**src/rtl/ysyx_23060278_wbu_if.sv**
```systemverilog
// Write-back unit bus bundle: EXU result handshake, load response channel and
// register-file write port. The WBU sits on the slave modport.
interface ysyx_23060278_wbu_if #(
  parameter int XLEN = 32
);
  logic            in_valid;
  logic            in_ready;
  logic            in_w_en;
  logic [4:0]      in_rd;
  logic            in_sel_alu;
  logic            in_sel_pc;
  logic            in_sel_imm;
  logic            in_sel_mem;
  logic [XLEN-1:0] in_alu_result;
  logic [XLEN-1:0] in_pc_result;
  logic [XLEN-1:0] in_imm;
  logic [1:0]      in_mem_addr_lo;
  logic [1:0]      in_mem_size;
  logic            in_mem_unsigned;
  logic            mem_rvalid;
  logic [XLEN-1:0] mem_rdata;
  logic            mem_rready;
  logic            rf_w_en;
  logic [4:0]      rf_rd;
  logic [XLEN-1:0] rf_w_data;

  modport slave (
    input  in_valid, in_w_en, in_rd, in_sel_alu, in_sel_pc, in_sel_imm, in_sel_mem,
           in_alu_result, in_pc_result, in_imm, in_mem_addr_lo, in_mem_size,
           in_mem_unsigned, mem_rvalid, mem_rdata,
    output in_ready, mem_rready, rf_w_en, rf_rd, rf_w_data
  );

  modport master (
    output in_valid, in_w_en, in_rd, in_sel_alu, in_sel_pc, in_sel_imm, in_sel_mem,
           in_alu_result, in_pc_result, in_imm, in_mem_addr_lo, in_mem_size,
           in_mem_unsigned, mem_rvalid, mem_rdata,
    input  in_ready, mem_rready, rf_w_en, rf_rd, rf_w_data
  );
endinterface

```
**src/rtl/ysyx_23060278_wbu.sv**
```systemverilog
// Write-back unit: accepts one EXU result, optionally waits for a load response,
// then drives one register-file write. Optional retire counter: YSYX_23060278_WBU_RETIRE_CNT_EN.
module ysyx_23060278_wbu #(
  parameter int XLEN        = 32,
  parameter int MEM_TIMEOUT = 255
) (
  input  logic                    clk,
  input  logic                    rst,
  ysyx_23060278_wbu_if.slave      bus,
  output logic                    out_done,
  output logic                    timeout_err
`ifdef YSYX_23060278_WBU_RETIRE_CNT_EN
  ,
  output logic [63:0]             retire_cnt
`endif
);

  localparam logic [1:0]  S_IDLE  = 2'd0;
  localparam logic [1:0]  S_WAIT  = 2'd1;
  localparam logic [1:0]  S_WRITE = 2'd2;
  localparam logic [15:0] TO_LAST = 16'(MEM_TIMEOUT - 1);

  logic [1:0]      state_q, state_d;
  logic [15:0]     cnt_q, cnt_d;
  logic            w_en_q;
  logic [4:0]      rd_q;
  logic [1:0]      lo_q;
  logic [1:0]      size_q;
  logic            uns_q;
  logic            rf_w_en_q;
  logic [4:0]      rf_rd_q;
  logic [XLEN-1:0] rf_w_data_q;
  logic            out_done_q;
  logic            mem_rready_q;
  logic            timeout_err_q;

  logic            accept;
  logic            timeout_hit;
  logic            wb_en;
  logic [4:0]      wb_rd;
  logic [XLEN-1:0] wb_data;
  logic [XLEN-1:0] src_mux;

  function automatic logic [XLEN-1:0] load_extract(
    input logic [XLEN-1:0] rdata,
    input logic [1:0]      lo,
    input logic [1:0]      size,
    input logic            uns
  );
    logic [7:0]      b;
    logic [15:0]     h;
    logic [XLEN-1:0] r;
    b = rdata[{lo, 3'b000} +: 8];
    h = rdata[{lo[1], 4'b0000} +: 16];
    case (size)
      2'd0:    r = {{(XLEN-8){~uns & b[7]}}, b};
      2'd1:    r = {{(XLEN-16){~uns & h[15]}}, h};
      default: r = rdata;
    endcase
    return r;
  endfunction

  assign src_mux = ({XLEN{bus.in_sel_pc}}  & bus.in_pc_result)
                 | ({XLEN{bus.in_sel_alu}} & bus.in_alu_result)
                 | ({XLEN{bus.in_sel_imm}} & bus.in_imm);
  assign accept  = (state_q == S_IDLE) & bus.in_valid;

  // Next state plus the write that would be presented if WRITE is entered next.
  always_comb begin
    state_d     = state_q;
    cnt_d       = cnt_q;
    timeout_hit = 1'b0;
    wb_en       = 1'b0;
    wb_rd       = rd_q;
    wb_data     = rf_w_data_q;
    case (state_q)
      S_IDLE: begin
        if (bus.in_valid) begin
          state_d = bus.in_sel_mem ? S_WAIT : S_WRITE;
          wb_rd   = bus.in_rd;
          wb_data = src_mux;
          wb_en   = bus.in_w_en & (bus.in_rd != 5'd0);
        end else begin
          state_d = S_IDLE;
        end
      end
      S_WAIT: begin
        if (bus.mem_rvalid) begin
          state_d = S_WRITE;
          cnt_d   = 16'd0;
          wb_data = load_extract(bus.mem_rdata, lo_q, size_q, uns_q);
          wb_en   = w_en_q & (rd_q != 5'd0);
        end else if (cnt_q == TO_LAST) begin
          // Abandon the load: retire it without writing.
          state_d     = S_WRITE;
          cnt_d       = 16'd0;
          timeout_hit = 1'b1;
        end else begin
          cnt_d = cnt_q + 16'd1;
        end
      end
      S_WRITE: state_d = S_IDLE;
      default: state_d = S_IDLE;
    endcase
  end

  // State, captured fields and registered outputs.
  always_ff @(posedge clk) begin
    if (!rst) begin
      state_q       <= S_IDLE;
      cnt_q         <= 16'd0;
      w_en_q        <= 1'b0;
      rd_q          <= 5'd0;
      lo_q          <= 2'd0;
      size_q        <= 2'd0;
      uns_q         <= 1'b0;
      rf_w_en_q     <= 1'b0;
      rf_rd_q       <= 5'd0;
      rf_w_data_q   <= '0;
      out_done_q    <= 1'b0;
      mem_rready_q  <= 1'b0;
      timeout_err_q <= 1'b0;
    end else begin
      state_q      <= state_d;
      cnt_q        <= cnt_d;
      mem_rready_q <= (state_d == S_WAIT);
      out_done_q   <= (state_d == S_WRITE);
      rf_w_en_q    <= (state_d == S_WRITE) & wb_en;
      if (state_d == S_WRITE) begin
        rf_rd_q     <= wb_rd;
        rf_w_data_q <= wb_data;
      end else begin
        rf_rd_q     <= rf_rd_q;
        rf_w_data_q <= rf_w_data_q;
      end
      if (accept) begin
        w_en_q <= bus.in_w_en;
        rd_q   <= bus.in_rd;
        lo_q   <= bus.in_mem_addr_lo;
        size_q <= bus.in_mem_size;
        uns_q  <= bus.in_mem_unsigned;
      end else begin
        w_en_q <= w_en_q;
        rd_q   <= rd_q;
        lo_q   <= lo_q;
        size_q <= size_q;
        uns_q  <= uns_q;
      end
      if (timeout_hit) begin
        timeout_err_q <= 1'b1;
      end else begin
        timeout_err_q <= timeout_err_q;
      end
    end
  end

`ifdef YSYX_23060278_WBU_RETIRE_CNT_EN
  logic [63:0] retire_cnt_q;

  // Counts retire pulses, wrapping naturally at 2^64.
  always_ff @(posedge clk) begin
    if (!rst) begin
      retire_cnt_q <= 64'd0;
    end else if (out_done_q) begin
      retire_cnt_q <= retire_cnt_q + 64'd1;
    end else begin
      retire_cnt_q <= retire_cnt_q;
    end
  end

  assign retire_cnt = retire_cnt_q;
`endif

  assign bus.in_ready   = rst & (state_q == S_IDLE);
  assign bus.mem_rready = mem_rready_q;
  assign bus.rf_w_en    = rf_w_en_q;
  assign bus.rf_rd      = rf_rd_q;
  assign bus.rf_w_data  = rf_w_data_q;
  assign out_done       = out_done_q;
  assign timeout_err    = timeout_err_q;

endmodule
```
**src/flat_wrapper.sv**
```systemverilog
// flat-port wrapper written by rule: the top's interface ports become plain ports
module ysyx_23060278_wbu_flat 
#(
  parameter int XLEN        = 32,
  parameter int MEM_TIMEOUT = 255
)
  (clk, rst, out_done, timeout_err, bus_in_valid, bus_in_w_en, bus_in_rd, bus_in_sel_alu, bus_in_sel_pc, bus_in_sel_imm, bus_in_sel_mem, bus_in_alu_result, bus_in_pc_result, bus_in_imm, bus_in_mem_addr_lo, bus_in_mem_size, bus_in_mem_unsigned, bus_mem_rvalid, bus_mem_rdata, bus_in_ready, bus_mem_rready, bus_rf_w_en, bus_rf_rd, bus_rf_w_data);
  ysyx_23060278_wbu_if #(.XLEN(XLEN)) bus_i ();
  input  logic clk;
  input  logic rst;
  output logic out_done;
  output logic timeout_err;
  input wire logic [$bits(bus_i.in_valid)-1:0] bus_in_valid;
  input wire logic [$bits(bus_i.in_w_en)-1:0] bus_in_w_en;
  input wire logic [$bits(bus_i.in_rd)-1:0] bus_in_rd;
  input wire logic [$bits(bus_i.in_sel_alu)-1:0] bus_in_sel_alu;
  input wire logic [$bits(bus_i.in_sel_pc)-1:0] bus_in_sel_pc;
  input wire logic [$bits(bus_i.in_sel_imm)-1:0] bus_in_sel_imm;
  input wire logic [$bits(bus_i.in_sel_mem)-1:0] bus_in_sel_mem;
  input wire logic [$bits(bus_i.in_alu_result)-1:0] bus_in_alu_result;
  input wire logic [$bits(bus_i.in_pc_result)-1:0] bus_in_pc_result;
  input wire logic [$bits(bus_i.in_imm)-1:0] bus_in_imm;
  input wire logic [$bits(bus_i.in_mem_addr_lo)-1:0] bus_in_mem_addr_lo;
  input wire logic [$bits(bus_i.in_mem_size)-1:0] bus_in_mem_size;
  input wire logic [$bits(bus_i.in_mem_unsigned)-1:0] bus_in_mem_unsigned;
  input wire logic [$bits(bus_i.mem_rvalid)-1:0] bus_mem_rvalid;
  input wire logic [$bits(bus_i.mem_rdata)-1:0] bus_mem_rdata;
  output wire logic [$bits(bus_i.in_ready)-1:0] bus_in_ready;
  output wire logic [$bits(bus_i.mem_rready)-1:0] bus_mem_rready;
  output wire logic [$bits(bus_i.rf_w_en)-1:0] bus_rf_w_en;
  output wire logic [$bits(bus_i.rf_rd)-1:0] bus_rf_rd;
  output wire logic [$bits(bus_i.rf_w_data)-1:0] bus_rf_w_data;
  assign bus_i.in_valid = bus_in_valid;
  assign bus_i.in_w_en = bus_in_w_en;
  assign bus_i.in_rd = bus_in_rd;
  assign bus_i.in_sel_alu = bus_in_sel_alu;
  assign bus_i.in_sel_pc = bus_in_sel_pc;
  assign bus_i.in_sel_imm = bus_in_sel_imm;
  assign bus_i.in_sel_mem = bus_in_sel_mem;
  assign bus_i.in_alu_result = bus_in_alu_result;
  assign bus_i.in_pc_result = bus_in_pc_result;
  assign bus_i.in_imm = bus_in_imm;
  assign bus_i.in_mem_addr_lo = bus_in_mem_addr_lo;
  assign bus_i.in_mem_size = bus_in_mem_size;
  assign bus_i.in_mem_unsigned = bus_in_mem_unsigned;
  assign bus_i.mem_rvalid = bus_mem_rvalid;
  assign bus_i.mem_rdata = bus_mem_rdata;
  assign bus_in_ready = bus_i.in_ready;
  assign bus_mem_rready = bus_i.mem_rready;
  assign bus_rf_w_en = bus_i.rf_w_en;
  assign bus_rf_rd = bus_i.rf_rd;
  assign bus_rf_w_data = bus_i.rf_w_data;
  ysyx_23060278_wbu #(.XLEN(XLEN), .MEM_TIMEOUT(MEM_TIMEOUT)) u_core (.clk(clk), .rst(rst), .bus(bus_i), .out_done(out_done), .timeout_err(timeout_err));
endmodule
```
**config.mk**
```make
export PLATFORM = sky130hd
export DESIGN_NAME = ysyx_23060278_wbu_flat
export DESIGN_NICKNAME = d
export VERILOG_FILES = /design/src/rtl/ysyx_23060278_wbu_if.sv /design/src/rtl/ysyx_23060278_wbu.sv /design/src/flat_wrapper.sv
export SDC_FILE = /design/constraint.sdc
export NUM_CORES = 1
export LEC_CHECK = 0
export ABC_AREA = 1
export CAP_MARGIN = 5
export CORE_AREA = 5 5 94 139
export CTS_CLUSTER_SIZE = 30
export DETAILED_ROUTE_END_ITERATION = 8
export DIE_AREA = 0 0 99 144
export PLACE_DENSITY = 0.74
export SLEW_MARGIN = 20
export SYNTH_ARGS = -nofsm -noshare
export SYNTH_HDL_FRONTEND = slang
export SYNTH_SLANG_ARGS = --single-unit
```
**constraint.sdc**
```tcl
create_clock -name clk -period 2.34 [get_ports clk]
set_clock_uncertainty 0.2 [all_clocks]
set_input_delay 0.351 -clock clk [delete_from_list [all_inputs] [get_ports clk]]
set_output_delay 0.351 -clock clk [all_outputs]
set_load 0.01 [all_outputs]
```
* Word level (Yosys, flattened, before mapping) *
Index checks and enable logic that the tools add are counted.

cells by class
  div/mod/pow operators = 0
  equal/unequal tests = 7
  multiply operators = 0
  bitwise gates (word level) = 13
  shift operators = 2
  order comparisons = 0
  $add $sub $neg = 1
  reduce and logical (&&, ||, !) cells = 6
  multiplexer cells = 19

operator list
  cell                                                               number
  32-bit case mux with 2 select lines                                2
  32-bit AND                                                         3
  32-bit 2-to-1 mux                                                  2
  32-bit bitwise OR                                                  2
  16-bit 2-to-1 mux                                                  2
  32-bit by 6-bit indexed part select with 16-bit output             1
  32-bit by 6-bit indexed part select with 8-bit output              1
  16-bit by 1-bit adder with 16-bit output (second input constant)   1
  16-bit by 8-bit == test with 1-bit output (second input constant)  1
  5-bit 2-to-1 mux                                                   2
  5-bit nonzero test                                                 2
  2-bit 2-to-1 mux                                                   4
  1-bit AND                                                          7
  2-bit by 1-bit == test with 1-bit output (second input constant)   3
  1-bit 2-to-1 mux                                                   5
  2-bit logical NOT                                                  2
  2-bit != test (second input constant)                              2
  2-bit case mux with 2 select lines                                 1
  4-bit AND reduction                                                1
  2-bit == test (second input constant)                              1
  1-bit case mux with 2 select lines                                 1
  2-bit nonzero test                                                 1
  1-bit inverter                                                     1

storage, ports and cells
  bits in latches = 0
  RAM bits = 0
  logic and storage cells = 61
  register bits = 70
  bits in read-only memories = 0
  output and inout bits = 42
  memories = 0

* Depth between registers and ports, before layout *
Gate-level depths: netlist of the first run.

  depth after elaboration = 6
  mapped depth = 12
  mapped depth without buffers = 11

* Worst setup path before layout of the first run *
OpenSTA, ideal clock, no wires.

  path kind = register to register
  start = register u_core.cnt_q[0]
  end = register u_core.rf_w_data_q[14], in the netlist u_core.bus.rf_w_data[14]
  buffers on the path = 1
  data arrival time = 1.368 ns
  data required time = 2.027 ns
  cell stages (with the launch flop) = 11
  setup time = 0.113 ns
  setup slack = 0.659 ns
  clock period less this slack = 1.681 ns
  cells stage by stage = dfxtp_1 inv_1 ha_1 nand3_1 nor2_4 nand3_2 nand3_4 nand2_4 buf_2 nor2_1 nor2_1

between the ends
  cells in the longest elaborated chain, start to end = 6

ends and longest elaborated chain
  item                                       RTL line                  source
  start: declaration                         ysyx_23060278_wbu.sv:24   logic [15:0] cnt_q, cnt_d;
  start signal: assignment                   ysyx_23060278_wbu.sv:125  cnt_q <= cnt_d;
  16-bit by 8-bit == test with 1-bit output  ysyx_23060278_wbu.sv:93   end else if (cnt_q == TO_LAST) begin
  2-bit 2-to-1 mux                           ysyx_23060278_wbu.sv:93
  2-bit 2-to-1 mux                           ysyx_23060278_wbu.sv:88   if (bus.mem_rvalid) begin
  2-bit case mux with 2 select lines         ysyx_23060278_wbu.sv:76   case (state_q)
  2-bit == test                              ysyx_23060278_wbu.sv:129  if (state_d == S_WRITE) begin
  4-bit AND reduction (no line)              --
  end signal: assignment                     ysyx_23060278_wbu.sv:131  rf_w_data_q <= wb_data;
  end signal: assignment                     ysyx_23060278_wbu.sv:134  rf_w_data_q <= rf_w_data_q;
  end: declaration                           ysyx_23060278_wbu.sv:32   logic [XLEN-1:0] rf_w_data_q;

No other way between the ends.
A chain may end at the register's enable or synchronous reset.

* Final worst setup path of the first run *
  start = register u_core.state_q[1]
  end = register u_core.rf_w_data_q[26], in the netlist u_core.bus.rf_w_data[26]

between the ends
  cells in the longest elaborated chain, start to end = 5
  elaborated cells on any way between the ends = 11
  classes of those cells = eq/ne: 4; mux: 4; reduce/logical: 3

ends and longest elaborated chain
  item                                RTL line                  source
  start: declaration                  ysyx_23060278_wbu.sv:23   logic [1:0] state_q, state_d;
  start signal: assignment            ysyx_23060278_wbu.sv:124  state_q <= state_d;
  2-bit 2-to-1 mux                    ysyx_23060278_wbu.sv:93
  2-bit 2-to-1 mux                    ysyx_23060278_wbu.sv:88
  2-bit case mux with 2 select lines  ysyx_23060278_wbu.sv:76
  2-bit == test                       ysyx_23060278_wbu.sv:129
  4-bit AND reduction (no line)       --

Several ways; a longest one is shown, not always the timed one.

==> metrics, run 1 <==
Num CTS Buffers 9; first-pass GRT wire length 25.2 mm; Starting Density 0.385; share of cells above drive strength 1 0.0632; CTS root buffer clkbuf_16; flop-to-flop setup slack 0.33 ns; DRT iter0 DRCs 249; WL/cell approximately 15 µm; GRT overflow 0; Synth-to-Final Area Change 51.0%; Leakage Power ~3.1 nW; P_sw 0.00112 W; CP max FO 52; fillers 1168; CTS clock-pin slew for the worst setup and hold paths 0.06 ns; Core ar. 0.0118 mm²; Layout Nets 1094; hpwl dp between 10 and 15 mm; largest net degree at the start of global routing 53; max_slew headroom 0.591; #FFs+latches synth 70; Post-CTS Resized 0; Syn. warnings 0; H-tree Lvls 3; crit path time final 2.01 ns; critical path data required time about 2.4 ns; # clock sinks 70; Die Y 144 µm; vias in the first global route between 5000 and 6000; Clk pwr share 0.377; Post-route DRC 0; CP Capture Type flop; Net Sw Frac 0.291; cells after synthesis 772; element type at the critical path start flop; MaxCap Viol Count 0; worst hold margin 0.266 ns; port buffer count about 190; CTS tree yes; Ports 189; Hold Crit Depth 2; reg2reg path depth 8; worst-margin pin slew slightly above 0.6 ns; placed cell area between 0.006 and 0.007 mm²; status finished, final reports clean; Inst Count DP between 1000 and 1500; setup violators final 0; worst hold path class reg2reg; register area 0.00140 mm²; Max Freq slightly below 500 MHz; setup TNS 0 ns; number of routed nets with antenna violations 0; Fin. Hold Viols 0; multi-input logic area about 0.0027 mm²; PwrDens between 500 and 600 mW/mm²; Mapped Nets roughly 920; final wirelength 16.4 mm; Tot GR Track Use 0.222; Seq/Total Area, Yosys 0.308; sequential share of power 0.343; die area 0.0143 mm²; final core occ 0.581; Logic pwr share 0.280; non-filler cells, final 1102; Site Rows just under 50; mean area per synthesized cell 5.89 µm²; initial antenna violation count 0; 1st-pass router iterations 4; Max clock buf depth 2; Die X 99 µm; Avg Vias per Cell approximately 4.8; n_diodes 0; period utilization 0.861; Post-Syn Area approximately 0.0046 mm²; Slew Limit Fails 0; Skew-Pair Late Insertion Delay 0.34 ns; Placer Congestion 0.882; Internal approximately 0.0027 W; Peak VDD IR 0.417 mV; setup bufs post-CTS 0; Worst Setup Path Type reg2reg; RSZ-0062 raised after global routing no; CTS Hold Bufs 0; vias 5315; Yosys cell types 33; WP data arrival 2.04 ns; design area 0.00687 mm²
[critical path, stage by stage, from the launching register on]
cell     delay (ns)
dfxtp_1        0.30
inv_2          0.07
nand2_2        0.12
inv_2          0.31
nand3_2        0.16
nand3_4        0.10
nand2_4        0.29
nor2_1         0.25
nor2_1         0.07
[logic make-up (layout without fill, tap and decap cells)]
logic type	Yosys count	count (layout)	synth area share
xor gates and xnor gates	8	8	0.0154
AOI/OAI and AO/OA	130	130	0.157
DFF	70	70	0.308
buffers and inverters	113	290	0.106
and+or+nand+nor	449	449	0.408
adders and majority gates	2	2	0.00550
[cell type report]
type,instances,area share
clock buffers,9,0.0328
clock inverters,6,0.0127
inverters,72,0.0395
multi-input cells,589,0.388
flip-flops and latches,70,0.204
well taps,153,0.0279
repair buffers,203,0.295
[cells in the mapped netlist]
cell        n  area, µm²
a211oi_1   16        120
a21oi_1    74        370
a21oi_2     1       8.76
a22o_1      3       26.3
a31o_2      1       8.76
buf_1       2       7.51
buf_2      10       50.1
buf_4       2       15.0
buf_6       5       56.3
clkbuf_1   22       82.6
clkinv_2    1       5.00
dfxtp_1    70       1400
ha_1        2       25.0
inv_1      60        225
inv_2      11       41.3
nand2_1   279       1050
nand2_2     4       25.0
nand2_4     3       33.8
nand3_1    39        195
nand3_2     3       30.0
nand3_4     1       17.5
nand4_1     3       18.8
nor2_1    103        387
nor2_2      1       6.26
nor2_4      2       22.5
nor2_8      1       20.0
nor3_1      8       40.0
o21ai_0    33        165
o21bai_1    1       7.51
o311ai_0    1       8.76
or2_1       2       12.5
xnor2_1     1       8.76
xor2_1      7       61.3
[final timing paths]
path / start / endpoint
worst min-delay path: u_core.timeout_err$_SDFFE_PN0P_ / u_core.timeout_err$_SDFFE_PN0P_
worst max register to register: u_core.state_q[1]$_SDFF_PN0_ / u_core.bus.rf_w_data[26]$_SDFFE_PN0P_
worst min register to register: u_core.timeout_err$_SDFFE_PN0P_ / u_core.timeout_err$_SDFFE_PN0P_
worst max-delay path: u_core.state_q[1]$_SDFF_PN0_ / u_core.bus.rf_w_data[26]$_SDFFE_PN0P_
[state kept, by name, summed over array words and instances (netlist names), 2 cells and up]
signal                cells
u_core.bus.rf_rd          5
u_core.bus.rf_w_data     32
u_core.cnt_q             16
u_core.lo_q               2
u_core.rd_q               5
u_core.size_q             2
u_core.state_q            2
[power by group through the flow]
stage	Sequential (W)	Clock [W]	Combinational (W)
2_1_floorplan	0.00137	0	0.000526
3_3_place_gp	0.00135	0	0.00107
3_5_place_dp	0.00135	0	0.00108
4_1_cts	0.00132	0.00147	0.00109
5_1_grt	0.00133	0.00152	0.00120
6_report	0.00132	0.00146	0.00108
[routing by layer]
layer | routed length (µm) | up-vias | GRT usage | part of all wire
met1 | 6250 | 2351 | 0.256 | 0.38
met5 | 0 | - | 0.0140 | 0
met3 | 939 | 32 | 0.0401 | 0.057
met4 | 550 | 0 | 0.0978 | 0.034
li1 | - | 2780 | - | -
met2 | 8660 | 152 | 0.397 | 0.53
[through the flow]
stage	total power (W)	worst slack, ns
finish	0.00386	0.326
global route	0.00405	0.149
CTS	0.00388	0.319
detailed placement	0.00243	0.176
global placement	0.00242	0.242
floorplan	0.00190	0.659
[layout by cell type (no fill, tap or decap), types with 4 or more instances in the layout]
cell / instances
a211oi_1: 16
a21oi_1: 74
inv_2: 11
xor2_1: 7
clkdlybuf4s50_1: 187
clkbuf_16: 9
nor3_1: 8
nand2_2: 4
nand2_1: 279
nor2_1: 103
o21ai_0: 33
buf_4: 12
dfxtp_1: 70
inv_1: 60
nand3_1: 39
Note: power is estimated with default switching activity, not from simulation.
==> run 2, diff against run 1 <==
- GPL_ROUTABILITY_DRIVEN: not set -> 0
==> run 2 against run 1 <==
Hold slack worse by 0.012 ns; fmax up 1.2%; non-clock buffer count unchanged; first-iteration DRC count down 12%; register-to-register slack better by 0.02 ns; cell count about the same; sequential share of layout area up 0.067 points.
==> metrics, run 2 (same netlist as run 1, synthesis figures left out) <==
status finished, final reports clean; CP Buf/Inv Count 2 (unchanged); vias 5322 (+0.13%); vias in the first global route 5053 (+0.78%); port buffer count 188 (unchanged); setup TNS 0 ns (unchanged); Post-CTS Resized 0 (unchanged); worst path cell trace inv_2 > nand2_2 > inv_2 > nand3_2 > nand3_4 > nand2_4 > nor2_1 > nor2_1; Slew Limit Fails 0 (unchanged); MaxCap Viol Count 0 (unchanged); Max Freq 503 MHz (+1.2%); worst hold path class reg2reg; CTS Hold Bufs 0 (unchanged); CTS clock-pin slew for the worst setup and hold paths 0.06 ns (about the same); CP max stage cell inv_2; Core ar. 0.0118 mm² (unchanged); GRT overflow 0 (unchanged); commonest non-fill, non-tap cell in the layout nand2_1; largest net degree at the start of global routing 53 (unchanged); Layout Nets 1094 (unchanged); Peak VDD IR 0.358 mV (-14%); hpwl dp 12.5 mm (-0.32%); Max clock buf depth 2 (unchanged); share of cells above drive strength 1 0.0642 (+0.000986); Site Rows 49 (unchanged); Ports 189 (unchanged); H-tree Lvls 3 (unchanged); Tot GR Track Use 0.218 (-0.00345); Die X 99 µm (unchanged); Synth-to-Final Area Change 50.5%; placed cell area 0.00656 mm² (unchanged); Leakage Power 3.07 nW (-0.46%); first-pass GRT wire length 24.8 mm (-1.5%); initial antenna violation count 0 (unchanged); Avg Vias per Cell 4.83 (about the same); n_diodes 0 (unchanged); CTS tree yes; WP data arrival 2.01 ns (-0.03 ns); 1st-pass router iterations 4 (unchanged); element type at the critical path start flop; Internal 0.00263 W (-4.0%); CTS root buffer clkbuf_16; max reg flops 32 (unchanged); Skew-Pair Late Insertion Delay 0.33 ns (about the same); # clock sinks 70 (unchanged); CP max FO 52 (unchanged); worst-margin pin slew 0.628 ns (+0.0152 ns); critical path data required time 2.36 ns (about the same); max_slew headroom 0.581 (-0.0101); worst hold margin 0.254 ns (-0.0125 ns); most frequent cells in the layout 279 x nand2_1, 187 x clkdlybuf4s50_1, 103 x nor2_1; Post-route DRC 0 (unchanged); setup violators final 0 (unchanged); P_sw 0.00113 W (+0.20%); WL/cell 14.8 µm (-0.74%); period utilization 0.850 (-0.0106); worst setup margin 0.351 ns (+0.0247 ns); DRT iter0 DRCs 220 (-12%); die area 0.0143 mm² (unchanged); delay-heaviest family, CP simple AND/OR/NAND/NOR gates; final wirelength 16.3 mm (-0.65%); Worst Setup Path Type reg2reg; CP Capture Type flop; fillers 1176 (+0.68%); Final Power 0.00375 W (-2.8%); Net Sw Frac 0.300 (+0.00893); crit path time final 1.99 ns (-0.0247 ns); Fin. Hold Viols 0 (unchanged); Logic pwr share 0.288 (+0.008); Clk pwr share 0.359 (-0.018); Num CTS Buffers 9 (unchanged); design area 0.00685 mm² (-0.33%); Starting Density 0.385 (unchanged); PwrDens 548 mW/mm² (-2.5%); setup bufs post-CTS 0 (unchanged); CP max stage delay 0.31 ns (about the same); pre-CTS setup slack 0.191 ns (+0.0147 ns); Die Y 144 µm (unchanged); number of routed nets with antenna violations 0 (unchanged); RSZ-0062 raised after global routing no; sequential share of power 0.353 (+0.010)
==> run 2: cell types whose count changed in the layout (fill, tap and decap cells not counted) <==
cell        before  now
bufinv_16        2    1
clkinv_4         2    0
clkinvlp_4       0    2
clkinv_2         3    5
==> run 2: cell type report <==
cell class	instances	area, µm²	area share
Sequential cell	70	1400	0.205
Timing Repair Buffer	203	2030	0.296
Inverter	72	272	0.0396
Clock inverter	7	65.1	0.00950
Multi-Input combinational cell	589	2670	0.389
Clock buffer	9	225	0.0329
Tap cell	153	191	0.0280
==> run 2: path summary, 6_finish.rpt <==
kind	from	endpoint	slack (ns)	cells past startpoint
worst min register to register	u_core.timeout_err$_SDFFE_PN0P_	u_core.timeout_err$_SDFFE_PN0P_	0.25	2
worst max-delay path	u_core.state_q[1]$_SDFF_PN0_	u_core.bus.rf_w_data[5]$_SDFFE_PN0P_	0.35	8
worst max register to register	u_core.state_q[1]$_SDFF_PN0_	u_core.bus.rf_w_data[5]$_SDFFE_PN0P_	0.35	8
worst min-delay path	u_core.timeout_err$_SDFFE_PN0P_	u_core.timeout_err$_SDFFE_PN0P_	0.25	2
==> run 2: power by group through the flow <==
stage          Clock, W  Sequential, W  Combinational (W)
2_1_floorplan         0        0.00137           0.000526
3_3_place_gp          0        0.00135            0.00107
6_report        0.00135        0.00132            0.00108
5_1_grt         0.00142        0.00133            0.00120
3_5_place_dp          0        0.00135            0.00108
4_1_cts         0.00137        0.00132            0.00109
==> run 2: routing by layer <==
layer | vias up | track usage | share of wire | wire length (µm)
li1 | 2777 | - | - | -
met3 | 26 | 0.0487 | 0.057 | 931
met1 | 2369 | 0.244 | 0.38 | 6150
met2 | 150 | 0.403 | 0.54 | 8750
met5 | - | 0 | 0 | 0
met4 | 0 | 0.0799 | 0.028 | 460
==> run 2: per-stage QoR <==
step	instances	util
after floorplan	772	-
after global placement	1087	0.554
after detailed placement	1087	0.554
after CTS	1103	0.579
after global routing	1103	0.579
final	1103	0.579
==> run 2: tightest hold or removal path, stage by stage, from the launching register on <==
cell and delay [ns]:
dfxtp_1 0.31, inv_1 0.05, a21oi_1 0.05
